[src/rtl/dcmac_0_axis_pkt_mon_id_arb_if.sv]
// Handshake bundle between the per-ID stream sources and the packet-monitor ID arbiter.
// The slave modport is the arbiter's view; the master modport is the sources'/pipeline's view.
interface dcmac_0_axis_pkt_mon_id_arb_if #(
    parameter int unsigned NUM_ID = 6,
    parameter int unsigned ID_W   = 3
);
    logic [NUM_ID-1:0] req_vld;
    logic [NUM_ID-1:0] req_sop;
    logic [NUM_ID-1:0] req_eop;
    logic [NUM_ID-1:0] req_rdy;
    logic              dn_rdy;
    logic              o_vld;
    logic [ID_W-1:0]   o_id;
    logic              o_sop;
    logic              o_eop;
    logic              o_locked;
    logic              timeout_err;
    logic [ID_W-1:0]   timeout_id;

    modport slave (
        input  req_vld, req_sop, req_eop, dn_rdy,
        output req_rdy, o_vld, o_id, o_sop, o_eop, o_locked, timeout_err, timeout_id
    );

    modport master (
        output req_vld, req_sop, req_eop, dn_rdy,
        input  req_rdy, o_vld, o_id, o_sop, o_eop, o_locked, timeout_err, timeout_id
    );
endinterface

[src/rtl/dcmac_0_axis_pkt_mon_id_arb.sv]
// Packet-granular round-robin arbiter feeding the packet-monitor segment pipeline.
// A grant is held from sop to eop, or until the stall counter forces a release.
module dcmac_0_axis_pkt_mon_id_arb #(
    parameter int unsigned NUM_ID  = 6,
    parameter int unsigned TIMEOUT = 1024,
    localparam int unsigned ID_W   = (NUM_ID == 1) ? 1 : $clog2(NUM_ID)
) (
    input  logic                         clk,
    input  logic                         rstn,
    dcmac_0_axis_pkt_mon_id_arb_if.slave bus
);

    typedef enum logic {StIdle, StLock} state_e;

    localparam logic [15:0]     StallMax = 16'(TIMEOUT - 1);
    localparam logic [ID_W-1:0] LastRst  = ID_W'(NUM_ID - 1);

    state_e            state_q, state_d;
    logic [ID_W-1:0]   grant_id_q, grant_id_d;
    logic [ID_W-1:0]   last_id_q, last_id_d;
    logic [15:0]       stall_q, stall_d;
    logic              o_vld_q, o_vld_d;
    logic [ID_W-1:0]   o_id_q, o_id_d;
    logic              o_sop_q, o_sop_d;
    logic              o_eop_q, o_eop_d;
    logic              timeout_err_q, timeout_err_d;
    logic [ID_W-1:0]   timeout_id_q, timeout_id_d;

    logic [NUM_ID-1:0] eligible;
    logic              sel_found;
    logic [ID_W-1:0]   sel_id;
    logic [ID_W-1:0]   idx;
    logic              xfer;
    logic [NUM_ID-1:0] rdy;

    // Round-robin search starting just above the last served ID.
    always_comb begin
        eligible  = bus.req_vld & bus.req_sop;
        sel_found = 1'b0;
        sel_id    = '0;
        idx       = '0;
        for (int unsigned off = 1; off <= NUM_ID; off++) begin
            idx = ID_W'((32'(last_id_q) + off) % NUM_ID);
            if (!sel_found && eligible[idx]) begin
                sel_found = 1'b1;
                sel_id    = idx;
            end
        end
    end

    always_comb begin
        rdy = '0;
        if (state_q == StLock) begin
            rdy[grant_id_q] = bus.dn_rdy;
        end
    end

    assign xfer = (state_q == StLock) && bus.req_vld[grant_id_q] && bus.dn_rdy;

    always_comb begin
        state_d       = state_q;
        grant_id_d    = grant_id_q;
        last_id_d     = last_id_q;
        stall_d       = stall_q;
        o_vld_d       = xfer;
        o_id_d        = xfer ? grant_id_q : o_id_q;
        o_sop_d       = xfer && bus.req_sop[grant_id_q];
        o_eop_d       = xfer && bus.req_eop[grant_id_q];
        timeout_err_d = 1'b0;
        timeout_id_d  = timeout_id_q;
        unique case (state_q)
            StIdle: begin
                if (sel_found) begin
                    state_d    = StLock;
                    grant_id_d = sel_id;
                    stall_d    = '0;
                end
            end
            StLock: begin
                // A transfer wins over a timeout landing in the same cycle.
                if (xfer) begin
                    stall_d = '0;
                    if (bus.req_eop[grant_id_q]) begin
                        state_d   = StIdle;
                        last_id_d = grant_id_q;
                    end
                end else if (stall_q == StallMax) begin
                    state_d       = StIdle;
                    last_id_d     = grant_id_q;
                    stall_d       = '0;
                    timeout_err_d = 1'b1;
                    timeout_id_d  = grant_id_q;
                end else begin
                    stall_d = stall_q + 16'd1;
                end
            end
            default: state_d = StIdle;
        endcase
    end

    always_ff @(posedge clk or negedge rstn) begin
        if (!rstn) begin
            state_q       <= StIdle;
            grant_id_q    <= '0;
            last_id_q     <= LastRst;
            stall_q       <= '0;
            o_vld_q       <= 1'b0;
            o_id_q        <= '0;
            o_sop_q       <= 1'b0;
            o_eop_q       <= 1'b0;
            timeout_err_q <= 1'b0;
            timeout_id_q  <= '0;
        end else begin
            state_q       <= state_d;
            grant_id_q    <= grant_id_d;
            last_id_q     <= last_id_d;
            stall_q       <= stall_d;
            o_vld_q       <= o_vld_d;
            o_id_q        <= o_id_d;
            o_sop_q       <= o_sop_d;
            o_eop_q       <= o_eop_d;
            timeout_err_q <= timeout_err_d;
            timeout_id_q  <= timeout_id_d;
        end
    end

    assign bus.req_rdy     = rdy;
    assign bus.o_vld       = o_vld_q;
    assign bus.o_id        = o_id_q;
    assign bus.o_sop       = o_sop_q;
    assign bus.o_eop       = o_eop_q;
    assign bus.o_locked    = (state_q == StLock);
    assign bus.timeout_err = timeout_err_q;
    assign bus.timeout_id  = timeout_id_q;

endmodule

[src/flat_wrapper.sv]
// flat-port wrapper written by rule: the top's interface ports become plain ports
module dcmac_0_axis_pkt_mon_id_arb_flat 
#(
    parameter int unsigned NUM_ID  = 6,
    parameter int unsigned TIMEOUT = 1024,
    localparam int unsigned ID_W   = (NUM_ID == 1) ? 1 : $clog2(NUM_ID)
)
  (clk, rstn, bus_req_vld, bus_req_sop, bus_req_eop, bus_dn_rdy, bus_req_rdy, bus_o_vld, bus_o_id, bus_o_sop, bus_o_eop, bus_o_locked, bus_timeout_err, bus_timeout_id);
  dcmac_0_axis_pkt_mon_id_arb_if #(.NUM_ID(NUM_ID), .ID_W((3))) bus_i ();
  input  logic clk;
  input  logic rstn;
  input wire logic [$bits(bus_i.req_vld)-1:0] bus_req_vld;
  input wire logic [$bits(bus_i.req_sop)-1:0] bus_req_sop;
  input wire logic [$bits(bus_i.req_eop)-1:0] bus_req_eop;
  input wire logic [$bits(bus_i.dn_rdy)-1:0] bus_dn_rdy;
  output wire logic [$bits(bus_i.req_rdy)-1:0] bus_req_rdy;
  output wire logic [$bits(bus_i.o_vld)-1:0] bus_o_vld;
  output wire logic [$bits(bus_i.o_id)-1:0] bus_o_id;
  output wire logic [$bits(bus_i.o_sop)-1:0] bus_o_sop;
  output wire logic [$bits(bus_i.o_eop)-1:0] bus_o_eop;
  output wire logic [$bits(bus_i.o_locked)-1:0] bus_o_locked;
  output wire logic [$bits(bus_i.timeout_err)-1:0] bus_timeout_err;
  output wire logic [$bits(bus_i.timeout_id)-1:0] bus_timeout_id;
  assign bus_i.req_vld = bus_req_vld;
  assign bus_i.req_sop = bus_req_sop;
  assign bus_i.req_eop = bus_req_eop;
  assign bus_i.dn_rdy = bus_dn_rdy;
  assign bus_req_rdy = bus_i.req_rdy;
  assign bus_o_vld = bus_i.o_vld;
  assign bus_o_id = bus_i.o_id;
  assign bus_o_sop = bus_i.o_sop;
  assign bus_o_eop = bus_i.o_eop;
  assign bus_o_locked = bus_i.o_locked;
  assign bus_timeout_err = bus_i.timeout_err;
  assign bus_timeout_id = bus_i.timeout_id;
  dcmac_0_axis_pkt_mon_id_arb #(.NUM_ID(NUM_ID), .TIMEOUT(TIMEOUT)) u_core (.clk(clk), .rstn(rstn), .bus(bus_i));
endmodule
[config.mk]
export PLATFORM = sky130hd
export DESIGN_NAME = dcmac_0_axis_pkt_mon_id_arb_flat
export DESIGN_NICKNAME = d
export VERILOG_FILES = /design/src/rtl/dcmac_0_axis_pkt_mon_id_arb_if.sv /design/src/rtl/dcmac_0_axis_pkt_mon_id_arb.sv /design/src/flat_wrapper.sv
export SDC_FILE = /design/constraint.sdc
export NUM_CORES = 1
export LEC_CHECK = 0
export CAP_MARGIN = 20
export CORE_UTILIZATION = 40
export DETAILED_ROUTE_END_ITERATION = 7
export SETUP_SLACK_MARGIN = 0.1
export SKIP_CTS_REPAIR_TIMING = 1
export SLEW_MARGIN = 20
export SYNTH_ARGS = -nofsm -noshare
export SYNTH_HDL_FRONTEND = slang
export SYNTH_SLANG_ARGS = --single-unit
export TNS_END_PERCENT = 100
[constraint.sdc]
create_clock -name clk -period 4.3 [get_ports clk]
set_input_delay 0.645 -clock clk [delete_from_list [all_inputs] [get_ports clk]]
set_output_delay 0.645 -clock clk [all_outputs]
set_load 0.005 [all_outputs]
==> results by stage, run 1 <==
Status:
- The run finished with clean final reports.

Clocking:
- The clock sink count is 33.
- After clock tree synthesis, the clock-pin slew on the worst setup and hold paths is 70 ps.
- The maximum number of buffers from clock root to sink is 2.
- For the worst-skew pair, the clock arrives at the later sink with an insertion delay of approximately 280 ps.
- TritonCTS built the clock tree.
- In this run, CTS created clock tree buffers numbering 5.
- The H-tree depth is 2.
- The clock root buffer is clkbuf_8.

Min path:
- The number of cells on the worst hold path is 1.
- The worst hold path belongs to the class flip-flop to flip-flop.
- The startpoint identified for the worst hold timing path is u_core.stall_q[7].
- The capture endpoint of the worst hold path is u_core.stall_q[7].

Drt:
- The average wire per cell in the routed design is 14.89 um.
- The post-detailed-routing wire length is 6357 um.
- After detailed routing, the number of vias per cell comes to 5.651.
- Once detail routing completed, the nets flagged for antenna violations numbered 0.
- In this run, the number of DRC markers left after iteration 0 of detailed routing was 109.
- The number of vias after detailed routing is 2413.
- The detailed-routing iteration count for the pre-antenna-repair pass is 4.
- After detailed routing, the number of remaining DRC violations is 0.

Cells and area:
- At the end of the flow, the number of nets in the layout was 386.
- The final design utilization is 50.37%.
- Relative to the synthesized area, the layout overhead comes to 21.45%.
- 0 antenna diodes ended up in the layout.
- The finished cells cover 3217 sq um.
- The share of cells above drive strength 1 is 10.57%.

Synth:
- dfrtp_1 is the most common cell in the netlist.
- Sorting the synthesized cells by area gives the leading types as dfrtp_1 29%, ha_1 7.6%, o21ai_0 5.7%.
- The fraction of synthesized cell area in xor and xnor cells is 1.937%.
- The post-synthesis share of cell area spent on and, or, nand and nor gates is 25.60%.
- The number of nets in the synthesized netlist is 346.
- The summed instance area of the synthesized netlist is 2649 sq um.
- The post-synthesis share of cell area spent on full adders, half adders and majority gates is 7.558%.
- Synthesis inferred 33 register bits.
- The predominant post-synthesis flop cell is dfrtp_1.
- The number of warning messages in the yosys log is 0.
- The area fraction of the dominant cell type after synthesis is 29.29%.
- The most area-hungry cell type in the Yosys netlist is dfrtp_1.
- Averaged over all synthesized cells, the footprint is 8.572 sq um.
- Synthesis handed over a netlist of approximately 310 instances.
- Yosys mapped the design onto 59 distinct sky130hd cell types.
- The combinational family with the most area after synthesis is simple AND/OR/NAND/NOR gates.
- Counting flops with a built-in enable in the synthesized netlist gives 0.
- By count the netlist is led by 31 x dfrtp_1, 30 x o21ai_0, 25 x nand2_1.
- Summing the areas of all compound-gate instances in the mapped netlist gives 21.16% of the synthesized area.
- Multiplexer cells account for 7.747% of the synthesized area.
- Sequential elements use between 30% and 40% of the synthesized area.
- Of all flip-flops after synthesis, the portion carrying an async set or reset was 100.0%.

Timing:
- Setup repair after global routing left no endpoint under its margin.
- The max-slew violation count was 0.
- The maximum clock frequency is 247.6 MHz.
- The time the final worst path needs with I/O delays and setup is 4039 ps.
- The final setup TNS is 0 ps.
- Measured against its own limit, the worst slew margin works out to 50.90%.
- The final-layout worst hold slack is between 500 and 600 ps.
- The final number of hold-violating endpoints is 0.
- In the post-route analysis, the smallest setup slack over all paths is 261.4 ps.
- Setup violations remaining at the end of the flow were counted as 0.
- The ratio of final minimum period to clock period is 93.92%.
- At the pin with the least slew margin, the transition time is 736.5 ps.
- The final clock skew is 5.159 ps.

Setup path:
- The largest fanout on the critical path is 11.
- STA classifies the critical path startpoint as a flip-flop.
- The end of the worst register-to-register path is u_core.grant_id_q[2].
- The setup check on the worst reg-to-reg path leaves a slack of 260 ps.
- The worst flop-to-flop path startpoint is u_core.last_id_q[2].
- The endpoint type of the worst setup path is a flip-flop.
- The critical setup path kind is flip-flop to flip-flop.
- For the worst flop-to-flop path, the logic depth is 14.
- Data arrives at the worst endpoint at roughly 4200 ps.
- The worst path required time is 4460 ps.

Placement:
- After legalization and detailed placement, the total HPWL measured 4663 um.
- The worst setup timing slack at the placement stage is 265.9 ps.
- Routability-driven placement finished with a final weighted congestion of 0.8573.
- The placement-stage cell area is 3099 sq um.
- The number of buffer cells added on primary ports is 37.

GRT:
- The via count of the first global-routing pass is 2335.
- The global-route wire length before repair is 10590 um.
- The total overflow left after global routing is 0.
- The global-route total usage across every layer is 18.55%.
- The initial antenna violation count was 0.
- The maximum number of pins on one net before global-route repair is 34.

Run:
- Across the run, the number of max-cap violations was 0.

Pwr:
- The analysis attributes to cell leakage a power of 1.376 nW.
- The power per cell area is 691.8 nW/um^2.
- Across the VDD grid, the largest voltage drop is 0.2623 mV.

Die:
- During I/O placement, the number of pins put on the boundary was 38.
- The y dimension of the die is 83.38 um.
- The core region area is 6386 sq um.
- The starting utilization of the core area is 41.48%.
- The die covers ~7000 sq um.
- The floorplan step set the die width to 83.38 um.
- The floorplan has 29 rows.
flip-flops by register name, summed over array words and instances (netlist names):
signal                  count
u_core.last_id_q            3
u_core.bus.timeout_err      1
u_core.bus.timeout_id       3
u_core.grant_id_q           3
u_core.bus.o_id             3
u_core.bus.o_sop            1
u_core.bus.o_eop            1
u_core.stall_q             16
u_core.bus.o_vld            1
u_core.bus.o_locked         1
critical path, cell delays in order (launching register included):
cell	delay, ps
dfstp_2	680
inv_1	140
ha_1	280
a21oi_2	200
inv_1	140
ha_1	310
nand2b_1	210
a21o_1	180
a32oi_1	250
mux2_2	360
a222oi_1	390
buf_4	210
o41a_1	190
inv_1	60
a221o_1	330
routing by layer:
metal | wire length [um] | share of wire (%) | GRT usage, %
met5 | 0 | 0 | 0
met4 | 72 | 1.1 | 4.545
met3 | 263 | 4.1 | 3.280
met2 | 2951 | 46 | 32.12
met1 | 3069 | 48 | 23.92
metrics by stage:
stage / cells / power, mW
floorplan: 309 / 1.521
global placement: 419 / 1.897
detailed placement: 419 / 1.904
CTS: 427 / 2.223
global route: 427 / 2.424
finish: 427 / 2.225
cell usage in the layout (no fill, tap or decap), drive strengths merged, types with 2 or more instances in the layout:
master         Yosys  final
clkdlybuf4s50      0     37
nand3b             5      5
nor3b              2      2
clkbuf             6      7
nand3             19     19
nand2             25     25
or3                2      2
and2               6      6
nor2b              4      4
o21ai             36     36
o31ai              3      3
dfrtp             31     31
nand2b            13     13
or3b               2      2
mux2               8      8
and3               7      7
dfstp              2      2
xor2               2      2
and4               2      2
ha                16     16
nor3               8      8
a32oi              3      3
and3b              2      2
o221ai             3      3
o22ai              3      3
mux2i              7      7
inv               17     17
nor2              24     24
mux4               2      2
xnor2              3      3
a31oi              2      2
nor4               3      3
a21oi             10     10
o41ai              4      4
buf                4      6
a211o              3      3
a21o               2      2
nand4              3      3
worst max path at each step:
stage	start	end	slack, ps	depth (start not counted)
floorplan	u_core.last_id_q[2]	u_core.stall_q[4]	470	16
global placement	u_core.last_id_q[2]	u_core.stall_q[3]	370	13
detailed placement	u_core.last_id_q[2]	u_core.stall_q[3]	270	13
CTS	u_core.last_id_q[2]	u_core.stall_q[3]	240	13
global route	u_core.last_id_q[2]	u_core.grant_id_q[2]	100	14
finish	u_core.last_id_q[2]	u_core.grant_id_q[2]	260	14
power by group:
part | total, mW | switching (mW) | internal, mW | leakage (nW)
registers | 0.514 | 0.127 | 0.387 | 0.432
clock network | 0.309 | 0.120 | 0.189 | 0.0585
logic | 1.40 | 0.772 | 0.630 | 0.885
total | 2.23 | 1.02 | 1.21 | 1.38
cells by family (layout without fill, tap and decap cells):
logic type	count (synthesis)	in the layout
AOI/OAI and AO/OA	82	82
xor gates and xnor gates	5	5
adders and majority gates	16	16
buffers and inverters	27	68
DFF	33	33
muxes	17	17
and+or+nand+nor	129	129
area by class of cell:
class                   instances  area, sq um
clock buffers                   7        86.33
multi-input cells             249         1697
fillers                       615         3169
flip-flops and latches         33        828.3
inverters                      17        63.81
repair buffers                 43        415.4
clock inverters                 1        30.03
well taps                      77        96.34
(Power assumes the default switching activity.)
==> inputs of run 2 (changes only) <==
==> constraint.sdc (replaced) <==
create_clock -name clk -period 4.3 [get_ports clk]
set_input_delay 0.645 -clock clk [delete_from_list [all_inputs] [get_ports clk]]
set_output_delay 0.645 -clock clk [all_outputs]
set_load 0.02 [all_outputs]
==> results of run 2 <==
Same layout as run 1 (identical final DEF). Status: finished, final reports clean.
Among the figures that moved: total power 2.225 mW -> 2.271 mW; worst IR drop on VDD 0.2623 mV -> 0.2785 mV
